==> src/rtl/square_sprite_gen_if.sv <==
// square_sprite_gen_if: video timing into the sprite generator and registered VGA signals out
interface square_sprite_gen_if #(
    parameter int CORDW = 10,
    parameter int COLRW = 4
);
    logic [CORDW-1:0] sx;
    logic [CORDW-1:0] sy;
    logic             de;
    logic             hsync;
    logic             vsync;
    logic             vga_hsync;
    logic             vga_vsync;
    logic [COLRW-1:0] vga_r;
    logic [COLRW-1:0] vga_g;
    logic [COLRW-1:0] vga_b;

    modport master (
        output sx, sy, de, hsync, vsync,
        input  vga_hsync, vga_vsync, vga_r, vga_g, vga_b
    );

    modport slave (
        input  sx, sy, de, hsync, vsync,
        output vga_hsync, vga_vsync, vga_r, vga_g, vga_b
    );
endinterface

==> src/rtl/square_sprite_gen.sv <==
// square_sprite_gen: draws a square that sits at the origin, bounces off the screen edges, or freezes
module square_sprite_gen #(
    parameter int                 CORDW   = 10,
    parameter int                 COLRW   = 4,
    parameter int                 H_RES   = 640,
    parameter int                 V_RES   = 480,
    parameter int                 SIZE    = 32,
    parameter int                 SPEED   = 2,
    parameter logic [3*COLRW-1:0] FG_COLR = 'h0FF,
    parameter logic [3*COLRW-1:0] BG_COLR = 'hFF0
) (
    input  logic               clk_pix,
    input  logic               rst_n,
    input  logic [1:0]         mode,
    output logic               frame,
    square_sprite_gen_if.slave vid
);
    // All edge arithmetic is one bit wider than the coordinates so sums never wrap
    localparam int          W       = CORDW + 1;
    localparam logic [W-1:0] SIZE_W  = W'(SIZE);
    localparam logic [W-1:0] SPEED_W = W'(SPEED);
    localparam logic [W-1:0] H_W     = W'(H_RES);
    localparam logic [W-1:0] V_W     = W'(V_RES);

    logic [CORDW-1:0]   px_q, px_d, py_q, py_d;
    logic               dx_q, dx_d, dy_q, dy_d;
    logic [3*COLRW-1:0] rgb_q;
    logic               hs_q, vs_q, frame_q;
    logic               frame_tick, draw;
    logic [W-1:0]       sx_w, sy_w, px_w, py_w;

    // One axis of bounce motion; returns {direction, position}
    function automatic logic [W-1:0] bounce(input logic [W-1:0] p, input logic d, input logic [W-1:0] lim);
        if (d)
            return (p + SIZE_W + SPEED_W >= lim) ? {1'b0, CORDW'(lim - SIZE_W)} : {1'b1, CORDW'(p + SPEED_W)};
        return (p < SPEED_W) ? {1'b1, {CORDW{1'b0}}} : {1'b0, CORDW'(p - SPEED_W)};
    endfunction

    assign sx_w       = {1'b0, vid.sx};
    assign sy_w       = {1'b0, vid.sy};
    assign px_w       = {1'b0, px_q};
    assign py_w       = {1'b0, py_q};
    assign frame_tick = (vid.sy == CORDW'(V_RES)) && (vid.sx == '0);
    assign draw       = (sx_w >= px_w) && (sx_w < px_w + SIZE_W) && (sy_w >= py_w) && (sy_w < py_w + SIZE_W);

    // Next position: only the frame tick moves the square, so a frame is never torn
    always_comb begin
        {dx_d, px_d} = bounce(px_w, dx_q, H_W);
        {dy_d, py_d} = bounce(py_w, dy_q, V_W);
        if (!frame_tick || mode[1])
            {dx_d, px_d, dy_d, py_d} = {dx_q, px_q, dy_q, py_q};
        else if (!mode[0])
            {dx_d, px_d, dy_d, py_d} = {1'b1, {CORDW{1'b0}}, 1'b1, {CORDW{1'b0}}};
    end

    // Position and direction state
    always_ff @(posedge clk_pix or negedge rst_n) begin
        if (!rst_n) begin
            px_q <= '0;
            py_q <= '0;
            dx_q <= 1'b1;
            dy_q <= 1'b1;
        end else begin
            px_q <= px_d;
            py_q <= py_d;
            dx_q <= dx_d;
            dy_q <= dy_d;
        end
    end

    // Registered video outputs, one pixel behind the timing inputs
    always_ff @(posedge clk_pix or negedge rst_n) begin
        if (!rst_n) begin
            rgb_q   <= '0;
            hs_q    <= 1'b0;
            vs_q    <= 1'b0;
            frame_q <= 1'b0;
        end else begin
            rgb_q   <= !vid.de ? '0 : draw ? FG_COLR : BG_COLR;
            hs_q    <= vid.hsync;
            vs_q    <= vid.vsync;
            frame_q <= frame_tick;
        end
    end

    assign frame                           = frame_q;
    assign vid.vga_hsync                   = hs_q;
    assign vid.vga_vsync                   = vs_q;
    assign {vid.vga_r, vid.vga_g, vid.vga_b} = rgb_q;
endmodule

==> src/flat_wrapper.sv <==
// flat-port wrapper written by rule: the top's interface ports become plain ports
module square_sprite_gen_flat 
#(
    parameter int                 CORDW   = 10,
    parameter int                 COLRW   = 4,
    parameter int                 H_RES   = 640,
    parameter int                 V_RES   = 480,
    parameter int                 SIZE    = 32,
    parameter int                 SPEED   = 2,
    parameter logic [3*COLRW-1:0] FG_COLR = 'h0FF,
    parameter logic [3*COLRW-1:0] BG_COLR = 'hFF0
)
  (clk_pix, rst_n, mode, frame, vid_sx, vid_sy, vid_de, vid_hsync, vid_vsync, vid_vga_hsync, vid_vga_vsync, vid_vga_r, vid_vga_g, vid_vga_b);
  square_sprite_gen_if #(.CORDW(CORDW), .COLRW(COLRW)) vid_i ();
  input  logic clk_pix;
  input  logic rst_n;
  input  logic [1:0] mode;
  output logic frame;
  input wire logic [$bits(vid_i.sx)-1:0] vid_sx;
  input wire logic [$bits(vid_i.sy)-1:0] vid_sy;
  input wire logic [$bits(vid_i.de)-1:0] vid_de;
  input wire logic [$bits(vid_i.hsync)-1:0] vid_hsync;
  input wire logic [$bits(vid_i.vsync)-1:0] vid_vsync;
  output wire logic [$bits(vid_i.vga_hsync)-1:0] vid_vga_hsync;
  output wire logic [$bits(vid_i.vga_vsync)-1:0] vid_vga_vsync;
  output wire logic [$bits(vid_i.vga_r)-1:0] vid_vga_r;
  output wire logic [$bits(vid_i.vga_g)-1:0] vid_vga_g;
  output wire logic [$bits(vid_i.vga_b)-1:0] vid_vga_b;
  assign vid_i.sx = vid_sx;
  assign vid_i.sy = vid_sy;
  assign vid_i.de = vid_de;
  assign vid_i.hsync = vid_hsync;
  assign vid_i.vsync = vid_vsync;
  assign vid_vga_hsync = vid_i.vga_hsync;
  assign vid_vga_vsync = vid_i.vga_vsync;
  assign vid_vga_r = vid_i.vga_r;
  assign vid_vga_g = vid_i.vga_g;
  assign vid_vga_b = vid_i.vga_b;
  square_sprite_gen #(.CORDW(CORDW), .COLRW(COLRW), .H_RES(H_RES), .V_RES(V_RES), .SIZE(SIZE), .SPEED(SPEED), .FG_COLR(FG_COLR), .BG_COLR(BG_COLR)) u_core (.clk_pix(clk_pix), .rst_n(rst_n), .mode(mode), .frame(frame), .vid(vid_i));
endmodule
==> config.mk <==
export PLATFORM = sky130hd
export DESIGN_NAME = square_sprite_gen_flat
export DESIGN_NICKNAME = d
export VERILOG_FILES = /design/src/rtl/square_sprite_gen_if.sv /design/src/rtl/square_sprite_gen.sv /design/src/flat_wrapper.sv
export SDC_FILE = /design/constraint.sdc
export NUM_CORES = 1
export LEC_CHECK = 0
export CORE_UTILIZATION = 65
export CTS_BUF_LIST = sky130_fd_sc_hd__clkbuf_8
export CTS_CLUSTER_SIZE = 14
export DETAILED_ROUTE_END_ITERATION = 8
export DONT_BUFFER_PORTS = 1
export GPL_TIMING_DRIVEN = 0
export HOLD_SLACK_MARGIN = 0.03
export PLACE_DENSITY = 0.91
export SLEW_MARGIN = 0
export SYNTH_ARGS = -nofsm -noshare
export SYNTH_HDL_FRONTEND = slang
export SYNTH_SLANG_ARGS = --single-unit
==> constraint.sdc <==
create_clock -name clk_pix -period 4.19 [get_ports clk_pix]
set_clock_uncertainty 0.15 [all_clocks]
set_input_delay 0.838 -clock clk_pix [delete_from_list [all_inputs] [get_ports clk_pix]]
set_output_delay 0.838 -clock clk_pix [all_outputs]
set_load 0.005 [all_outputs]
# Word level (Yosys, flattened, before mapping)

Cells that the tools add are included.
W data, S select, Z words.

Bitwise gates (word level): 0
Add/sub/neg operators: 8
Divide/modulo/power cells: 0
Shift-type cells: 0
$mul: 0
Muxes and demuxes: 16
Equality and inequality tests: 1
Reductions and logical operators: 7
Order comparisons: 8

Operators by type and width:

| cell                    | count |
|---|---|
| $mux W11                | 8 |
| $mux W12                | 2 |
| $add A10 B6 Y11 const B | 2 |
| $add A11 B2 Y11 const B | 2 |
| $lt A10 B11 Y1          | 2 |
| $add A10 B2 Y10 const B | 2 |
| $ge A10 B10 Y1          | 2 |
| $lt A10 B2 Y1 const B   | 2 |
| $mux W10                | 2 |
| $sub A10 B2 Y10 const B | 2 |
| $ge A11 B10 Y1 const B  | 1 |
| $ge A11 B9 Y1 const B   | 1 |
| $eq A10 B9 Y1 const B   | 1 |
| $logic_not A10 Y1       | 1 |
| $logic_and A1 B1 Y1     | 4 |
| $mux W1                 | 4 |
| $logic_not A1 Y1        | 1 |
| $logic_or A1 B1 Y1      | 1 |

Bits in registers: 37
Logic and storage cells: 48
Memory bits (read-only): 0
Input port bits: 27
RAM bits: 0
Latch bits: 0
Memories: 0

# Depth between registers and ports, before layout

Gate-level depths: netlist of run 1.

Depth after elaboration: 7
Depth in mapped cells: 11
Gate-level depth less buffers: 10

# Worst setup path before layout of run 1

No wires, ideal clock.

Path kind: input port to flip-flop
Start point: in vid_sx[5]
End point: reg u_core.py_q[5]
Stages: 6
Path slack: 1.249 ns
Arrival: 2.727 ns
Library setup time: 0.064 ns
Cells stage by stage: or4_4 -> or4_4 -> buf_6 -> or4_4 -> a21oi_1 -> or3_1

Longest elaborated chain between the ends: 4

RTL lines:

| element                | RTL line                | text |
|---|---|---|
| start: declaration     | flat_wrapper.sv:19      | `input wire logic [$bits(vid_i.sx)-1:0] vid_sx;` |
| $logic_not A10 Y1      | square_sprite_gen.sv:43 | `assign frame_tick = (vid.sy == CORDW'(V_RES)) && (vid.sx == '0);` |
| $logic_and A1 B1 Y1    | square_sprite_gen.sv:43 |  |
| $logic_not A1 Y1       | square_sprite_gen.sv:50 | `if (!frame_tick \|\| mode[1])` |
| $logic_or A1 B1 Y1     | square_sprite_gen.sv:50 |  |
| end signal: assignment | square_sprite_gen.sv:65 | `py_q <= py_d;` |
| end: declaration       | square_sprite_gen.sv:25 | `logic [CORDW-1:0] px_q, px_d, py_q, py_d;` |

No other way between the ends.
A chain may end at the register's enable or synchronous reset.

# Final worst setup path of run 1

Start point: reg u_core.py_q[5]
End point: reg u_core.rgb_q[3]

Longest elaborated chain between the ends: 5
Elaborated cells between the ends (all ways): 7

RTL lines:

| element                                               | RTL line                | text |
|---|---|---|
| $add A10 B6 Y11 or $ge A10 B10 Y1 (tied branches)     | square_sprite_gen.sv:44 | `assign draw = (sx_w >= px_w) && (sx_w < px_w + SIZE_W) && (sy_w >= py_w) && (sy_w < py_w + SIZE_W);` |
| $lt A10 B11 Y1 or $logic_and A1 B1 Y1 (tied branches) | square_sprite_gen.sv:44 |  |
| $logic_and A1 B1 Y1 (*)                               | square_sprite_gen.sv:44 |  |
| $mux W12 (*) (2 in series)                            | square_sprite_gen.sv:79 | `rgb_q <= !vid.de ? '0 : draw ? FG_COLR : BG_COLR;` |
| end signal: assignment                                | square_sprite_gen.sv:79 |  |
| end: declaration                                      | square_sprite_gen.sv:27 | `logic [3*COLRW-1:0] rgb_q;` |

Every way passes the cells marked *; elsewhere a longest branch is shown, timed or not.

==> out/results.ini, run 1 <==
[status]
status = completed

[synth]
syn_area_per_cell_um2 = 8.12
ys_types = 63
yosys_warnings = 0
synth_edf_count = 0
synth_cells = 356
async_flop_share_pct = 100
synth-seq-area-share_pct = 22.6
postSynthRegisterBits = 26
synth_ff_type = dfrtp_1
netlist_area_mm2 = 0.00289
synth_nets = 421

[critical_path]
worst_r2r_path_depth = 11
reg2reg_setup_slack_ps = 590
arrival_ps = 3660
r2r_end = u_core.rgb_q[3]
cp-end-kind = register
required_ps = 4250
worst_setup_path_start_kind = register
path_class = register to register
crit_path_max_fanout = 12
r2r_start = u_core.py_q[5]

[cts]
cts_made_buffers = 3
clk_pin_slew_ps = 90
clk-insertion-delay-late_ps = 270
clock_sinks = 26
hold_buffers = 0
root_buffer = clkbuf_8
htree_levels = 1
post_cts_resized = 0
cts_max_path_buffers = 2
postCtsSetupBuffers = 0
cts_tree = done

[timing]
worst_pin_slew_ps = 885
slew_violations = 0
max-slew-margin-rel_pct = 40.4
rsz0062_at_grt = false
final-setup-viol-count = 0
fin_crit_ps = 3600
hold_slack_ps = 95.3
fmax_mhz = 277
post-route-period-util_pct = 86.0
finalHoldViolCount = 0
fin_ws_ps = 585
finalSetupTns_ps = 0

[power_and_ir_drop]
clkPwrFrac_pct = 35.6
power_switching_uw = 104
peakVddDrop_v = 0.000179
p_per_area_mw_per_mm2 = 154
leakagePower_uw = 0.00127
seqPwrFrac_pct = 55.1
swShare_pct = 22.4
power.total_uw = 462
pwr-share-comb_pct = 9.3
internal_power_uw = 359

[die]
num_io_pins = 42
rows = 23
start_util_pct = 69.8
die_w_um = 68.7
die_h_um = 68.7
dieArea_mm2 = 0.00472
fp.coreArea_mm2 = 0.00414

[global_routing]
grt_max_degree = 27
antenna_found_initial = 0
grt.met1_usage_pct = 45.7
gr-usage-met2_pct = 53.8
top_usage_layer = met2
grt_pass1_vias = 2731
met3_usage_pct = 7.40
overflow = 0
grt_pass1_wl_mm = 12.2
grtUsageTotal_pct = 34.5

[finish]
area_growth_syn_to_layout_pct = 4.07
final-seq-area_um2 = 653
final.fill_count = 334
n_antenna_cell = 0
final_util_pct = 72.6
final_nets = 426
drive_gt1_share_pct = 6.11
multi_input_area_mm2 = 0.00199

[detailed_routing]
wl_per_cell_um = 18.5
first_iter_violations = 416
dr_total_vias = 2928
drtPass1Iterations = 5
wirelength_mm = 7.57
via_per_inst = 7.14
antenna_left = 0
drcViolationCount = 0

[hold_path]
hold_path_class = primary input to async pin

[place]
dpl_worst_slack_ps = 728
gp_congestion = 0.960
dp_hpwl_mm = 5.70
portBuffers = 0

[run]
cap_violations = 0

area by class of cell:
cell class,count,area share (%)
flip-flops and latches,26,21.7
clock buffers,4,1.83
well taps,50,2.08
multi-input cells,275,66.1
plain buffers,27,4.78
inverters,28,3.49
stage by stage:
step	instance area (µm²)	instances
3_3_place_gp	2950	406
5_1_grt	3010	410
6_report	3010	410
4_1_cts	3010	410
2_1_floorplan	2890	356
3_5_place_dp	2950	406
worst max-delay path by stage:
stage / from / endpoint / slack (ps)
floorplan: vid_sx[5] / u_core.py_q[5] / 1250
global placement: vid_sx[1] / u_core.py_q[4] / 810
detailed placement: u_core.py_q[5] / u_core.rgb_q[3] / 730
CTS: u_core.py_q[5] / u_core.rgb_q[3] / 710
global route: u_core.py_q[5] / u_core.rgb_q[3] / 380
finish: u_core.py_q[5] / u_core.rgb_q[3] / 590
power groups by stage:
stage	sequential (µW)	combinational (µW)	clock (µW)
after floorplan	259	33.7	0
after global placement	260	39.4	0
after detailed placement	260	42.1	0
after CTS	255	42.4	167
after global routing	255	49.3	180
final	255	42.9	165
layout by cell type (no fill, tap or decap), drive strengths merged, types with 12 or more instances in the layout:
master / netlist / final
ha: 38 / 38
inv: 27 / 27
dfrtp: 24 / 24
nand2: 20 / 20
nor2: 19 / 19
clkbuf: 15 / 19
o21ai: 16 / 16
a21oi: 16 / 16
nand3: 15 / 15
nor3: 12 / 12
buf: 12 / 12
synth_stat cells, types with 2 or more instances:
cell | instances | area [µm²]
o221ai_1 | 2 | 17.5
o32ai_1 | 2 | 17.5
and3_1 | 5 | 31.3
o22a_1 | 2 | 17.5
clkbuf_1 | 15 | 56.3
or3_1 | 3 | 18.8
o31ai_1 | 7 | 52.6
nor4_1 | 8 | 50.1
ha_1 | 38 | 475
a21o_1 | 4 | 30.0
xnor2_1 | 11 | 96.3
nand4_1 | 10 | 62.6
buf_4 | 9 | 67.6
o21a_1 | 9 | 67.6
nand4b_1 | 2 | 17.5
a31oi_1 | 10 | 62.6
o211ai_1 | 6 | 45.0
inv_1 | 27 | 101
nand2_1 | 20 | 75.1
nand3_1 | 15 | 75.1
a2bb2oi_1 | 2 | 17.5
o21ai_0 | 16 | 80.1
a22oi_1 | 2 | 15.0
a211oi_1 | 10 | 75.1
a211o_1 | 4 | 35.0
nor4b_1 | 2 | 17.5
nor2_1 | 19 | 71.3
and4_1 | 3 | 26.3
or4_4 | 3 | 33.8
o22ai_1 | 3 | 18.8
dfrtp_1 | 24 | 601
a21oi_1 | 16 | 80.1
a41oi_1 | 2 | 17.5
nor3_1 | 12 | 60.1
or4_1 | 3 | 22.5
dfstp_2 | 2 | 52.6
a2111oi_0 | 2 | 17.5
per-layer routing:
layer / up-vias / wire length (µm)
met5: - / 0
met4: 0 / 210
met3: 37 / 885
met2: 222 / 3280
met1: 1310 / 3200
li1: 1359 / -
cells by family after synthesis:
group,share of synthesized area (%)
xor+xnor,3.63
fa+ha+maj,16.4
buf+inv,8.61
flops,22.6
compound gates,27.4
simple gates,21.3
flip-flops by register name (all words and copies together) (netlist names):
register,count
u_core.px_q,9
u_core.py_q,9
u_core.rgb_q,3
u_core.dx_q,1
u_core.dy_q,1
u_core.frame,1
u_core.vid.vga_hsync,1
u_core.vid.vga_vsync,1
worst max-delay path, cell delays in order, from the launching register on:
cell,delay (ps)
dfrtp_1,430
clkbuf_1,370
clkinv_1,430
ha_1,470
inv_1,80
ha_1,300
a21o_1,160
a21o_1,170
a211oi_1,230
a211oi_1,100
a211oi_1,360
and4_1,280
No activity file was read; power rests on OpenSTA's default activity.
==> run 2: changes to the inputs <==
--- a/config.mk
+++ b/config.mk
@@ -5,14 +5,14 @@
 export SDC_FILE = /design/constraint.sdc
 export NUM_CORES = 1
 export LEC_CHECK = 0
-export CORE_UTILIZATION = 65
+export CORE_UTILIZATION = 40
 export CTS_BUF_LIST = sky130_fd_sc_hd__clkbuf_8
 export CTS_CLUSTER_SIZE = 14
 export DETAILED_ROUTE_END_ITERATION = 8
 export DONT_BUFFER_PORTS = 1
 export GPL_TIMING_DRIVEN = 0
 export HOLD_SLACK_MARGIN = 0.03
-export PLACE_DENSITY = 0.91
+export PLACE_DENSITY = 0.64
 export SLEW_MARGIN = 0
 export SYNTH_ARGS = -nofsm -noshare
 export SYNTH_HDL_FRONTEND = slang
==> out/results.ini, run 2 (synthesis results as in run 1) <==
[status]
status = complete, but fails checks
violations = design-rule violations

[critical_path]
r2r_start = u_core.py_q[5]
r2r_end = u_core.rgb_q[3]
reg2reg_setup_slack_ps = 660
path_class = register to register
arrival_ps = 3590
worst_r2r_path_depth = 11
cp-end-kind = register
required_ps = 4250
crit_path_max_fanout = 12
worst_setup_path_start_kind = register

[timing]
finalSetupTns_ps = 0
finalHoldViolCount = 0
fmax_mhz = 283
post-route-period-util_pct = 84.3
rsz0062_at_grt = false
max-slew-margin-rel_pct = 44.9
worst_pin_slew_ps = 819
fin_ws_ps = 656
slew_violations = 0
final-setup-viol-count = 0
fin_crit_ps = 3530

[cts]
post_cts_resized = 0
clk-insertion-delay-late_ps = 270
clock_sinks = 26
postCtsSetupBuffers = 0
htree_levels = 1
cts_made_buffers = 3
hold_buffers = 0
cts_max_path_buffers = 2
clk_pin_slew_ps = 100
root_buffer = clkbuf_8
cts_tree = done

[finish]
final_common_cell = ha_1
drive_gt1_share_pct = 6.11
area_growth_syn_to_layout_pct = 6.06
n_antenna_cell = 0
final.fill_count = 730
largestRegisters = u_core.px_q (9), u_core.py_q (9), u_core.rgb_q (3)
layout_common_cells = 38 x ha_1, 27 x inv_1, 24 x dfrtp_1, 20 x nand2_1, 19 x nor2_1
final_nets = 426

[place]
dpl_worst_slack_ps = 640
portBuffers = 0
gp_congestion = 0.903
dp_hpwl_mm = 6.15

[power_and_ir_drop]
p_per_area_mw_per_mm2 = 152
peakVddDrop_v = 0.000182
leakagePower_uw = 0.00127

[detailed_routing]
drcViolationCount = 2
via_per_inst = 6.26
wirelength_mm = 7.93
first_iter_violations = 410
antenna_left = 0
wl_per_cell_um = 17.4
drtPass1Iterations = 8
dr_total_vias = 2856

[run]
cap_violations = 0

[die]
die_h_um = 87.0
fp.coreArea_mm2 = 0.00691
dieArea_mm2 = 0.00757
rows = 30
start_util_pct = 41.9
die_w_um = 87.0
num_io_pins = 42

[global_routing]
grt_max_degree = 27
grt_pass1_vias = 2633
grt_pass1_wl_mm = 12.9
overflow = 0
grtUsageTotal_pct = 21.4
antenna_found_initial = 0

[hold_path]
hold_path_class = primary input to async pin

## run 2: cell counts in the layout (fill, tap and decap cells not counted)
Identical to the previous run, type by type.
## run 2: power breakdown
part | internal, µW | switching (µW)
clock | 84.0 | 84.2
combinational | 21.3 | 20.3
sequential | 253 | 1.83
## run 2: metal layers
metal  vias to the layer above  GRT usage (%)  wire length (µm)
met5                         -              0                 0
met4                         0           4.24               100
met3                        12           1.42               530
met2                       137           35.0              3540
met1                      1334           31.0              3760
li1                       1373              -                 -
## run 2: critical path: stages, from the launching register on
cell	delay, ps
dfrtp_1	430
clkbuf_1	360
clkinv_1	420
ha_1	460
inv_1	70
ha_1	280
a21o_1	160
a21o_1	160
a211oi_1	230
a211oi_1	100
a211oi_1	370
and4_1	250
## run 2: area by class of cell
| cell class | count | area [µm²] | area share, % |
|---|---|---|---|
| Buffer | 27 | 144 | 4.69 |
| Clock buffer | 4 | 55.1 | 1.80 |
| Inverter | 28 | 105 | 3.43 |
| Multi-Input combinational cell | 275 | 1990 | 64.9 |
| Sequential cell | 26 | 653 | 21.3 |
| Tap cell | 96 | 120 | 3.92 |
## run 2: worst max path at each step
stage / start / end / slack, ps / cells past startpoint
floorplan: vid_sx[5] / u_core.py_q[5] / 1250 / 6
finish: u_core.py_q[5] / u_core.rgb_q[3] / 660 / 11
detailed placement: u_core.py_q[5] / u_core.rgb_q[3] / 640 / 11
global placement: u_core.py_q[5] / u_core.rgb_q[3] / 610 / 11
global route: u_core.py_q[5] / u_core.rgb_q[3] / 330 / 11
CTS: u_core.py_q[5] / u_core.rgb_q[3] / 610 / 11
## run 2: through the flow
stage | cells | util (%) | hold WS [ps] | total power (µW) | instance area [µm²]
detailed placement | 452 | 43.6 | 393 | 301 | 3010
floorplan | 356 | - | 360 | 293 | 2890
global placement | 452 | 43.6 | 393 | 300 | 3010
finish | 456 | 44.4 | 95.9 | 465 | 3070
global route | 456 | 44.4 | 78.2 | 488 | 3070
CTS | 456 | 44.4 | 91.8 | 469 | 3070
==> run 3: changes to the inputs <==
==> constraint.sdc (replaced) <==
create_clock -name clk_pix -period 3.6 [get_ports clk_pix]
set_clock_uncertainty 0.15 [all_clocks]
set_input_delay 0.72 -clock clk_pix [delete_from_list [all_inputs] [get_ports clk_pix]]
set_output_delay 0.72 -clock clk_pix [all_outputs]
set_load 0.005 [all_outputs]
==> out/results.ini, run 3 (synthesis results as in run 1) <==
[place]
dp.cells = 452
dp_hpwl_mm = 6.15
portBuffers = 0
gp_congestion = 0.903

[finish]
final_util_pct = 44.8
final_nets = 427
final_common_cell = ha_1
n_antenna_cell = 0
final_cells = 457
largestRegisters = u_core.px_q (9), u_core.py_q (9), u_core.rgb_q (3)
drive_gt1_share_pct = 6.93
area_growth_syn_to_layout_pct = 6.92
layout_common_cells = 38 x ha_1, 27 x inv_1, 24 x dfrtp_1, 20 x nand2_1, 19 x nor2_1

[critical_path]
crit_path_max_fanout = 12
path_class = register to register
worst_setup_path_start_kind = register
arrival_ps = 3300
reg2reg_setup_slack_ps = 360
worst_r2r_path_depth = 11
cp-end-kind = register
required_ps = 3660
r2r_start = u_core.py_q[5]
r2r_end = u_core.rgb_q[3]

[timing]
rsz0062_at_grt = false
final-setup-viol-count = 0
fmax_mhz = 309
post-route-period-util_pct = 90.0
fin_crit_ps = 3240
finalHoldViolCount = 0
worst_pin_slew_ps = 853
hold_slack_ps = 91.5
finalSetupTns_ps = 0
slew_violations = 0
max-slew-margin-rel_pct = 42.6

[die]
start_util_pct = 41.9
die_h_um = 87.0
num_io_pins = 42
dieArea_mm2 = 0.00757
fp.coreArea_mm2 = 0.00691
die_w_um = 87.0
rows = 30

[detailed_routing]
wl_per_cell_um = 17.4
via_per_inst = 6.25
antenna_left = 0
drtPass1Iterations = 7
wirelength_mm = 7.95
drcViolationCount = 0
dr_total_vias = 2858
first_iter_violations = 481

[cts]
postCtsSetupBuffers = 0
clk-insertion-delay-late_ps = 270
cts_max_path_buffers = 2
cts_tree = done
cts_made_buffers = 3
clock_sinks = 26
root_buffer = clkbuf_8
clk_pin_slew_ps = 100
htree_levels = 1

[power_and_ir_drop]
leakagePower_uw = 0.00128
peakVddDrop_v = 0.000211
power.total_uw = 548
p_per_area_mw_per_mm2 = 177

[global_routing]
grt_pass1_vias = 2633
grtUsageTotal_pct = 21.6
grt_pass1_wl_mm = 12.9
grt_max_degree = 25
overflow = 0
antenna_found_initial = 0

[run]
cap_violations = 0

[status]
status = completed

[hold_path]
hold_path_class = primary input to async pin

[run 3: cell types whose count changed in the layout (fill, tap and decap cells not counted)]
cell        previous run  this run
clkbuf_1              15        14
clkbuf_2               0         1
buf_12                 0         1
clkinvlp_4             0         1
clkinv_1               1         0
[run 3: worst max-delay path by stage]
stage	depth (start not counted)	slack (ps)	from	endpoint
2_1_floorplan	11	760	u_core.py_q[5]	u_core.rgb_q[3]
3_3_place_gp	11	20	u_core.py_q[5]	u_core.rgb_q[3]
3_5_place_dp	11	50	u_core.py_q[5]	u_core.rgb_q[3]
4_1_cts	11	20	u_core.py_q[5]	u_core.rgb_q[3]
5_1_grt	11	80	u_core.py_q[5]	u_core.rgb_q[3]
6_report	11	360	u_core.py_q[5]	u_core.rgb_q[3]
[run 3: power by group]
group / leakage (µW) / internal [µW] / switching (µW)
logic: 0.000961 / 27.1 / 29.1
registers: 0.000290 / 294 / 2.13
clock network: 0.0000288 / 97.8 / 97.9
[run 3: final cells by class]
cell class / count / area, µm²
Clock buffer: 4 / 55.1
Tap cell: 96 / 120
Buffer: 27 / 145
Multi-Input combinational cell: 275 / 1990
Inverter: 28 / 109
Sequential cell: 26 / 653
Timing Repair Buffer: 1 / 20.0
Fill cell: 730 / 3810
[run 3: layer usage]
metal / up-vias / global-route usage, % / share of wire, %
met3: 14 / 1.42 / 6.4
li1: 1374 / - / -
met5: - / 0 / 0
met4: 0 / 5.15 / 1.8
met1: 1325 / 31.3 / 47
met2: 145 / 34.8 / 44
[run 3: metrics by stage]
stage	worst slack [ps]	cell area, µm²
2_1_floorplan	758	2890
3_3_place_gp	16.5	3010
3_5_place_dp	50.5	3010
4_1_cts	15.3	3090
5_1_grt	80.5	3090
6_report	362	3090
[run 3: timing repair]
| action | in CTS | in global routing |
|---|---|---|
| gates resized for setup | 0 | 3 |
| hold buffers | 1 | 0 |
| endpoints found under the hold margin | 24 | 0 |
| setup endpoints to repair | 0 | 8 |
[run 3: worst max-delay path, cell delays in order (launching register included)]
cell	delay [ps]
dfrtp_1	430
clkbuf_2	270
clkinvlp_4	270
ha_1	400
inv_1	70
ha_1	280
a21o_1	160
a21o_1	160
a211oi_1	230
a211oi_1	100
a211oi_1	380
and4_1	250
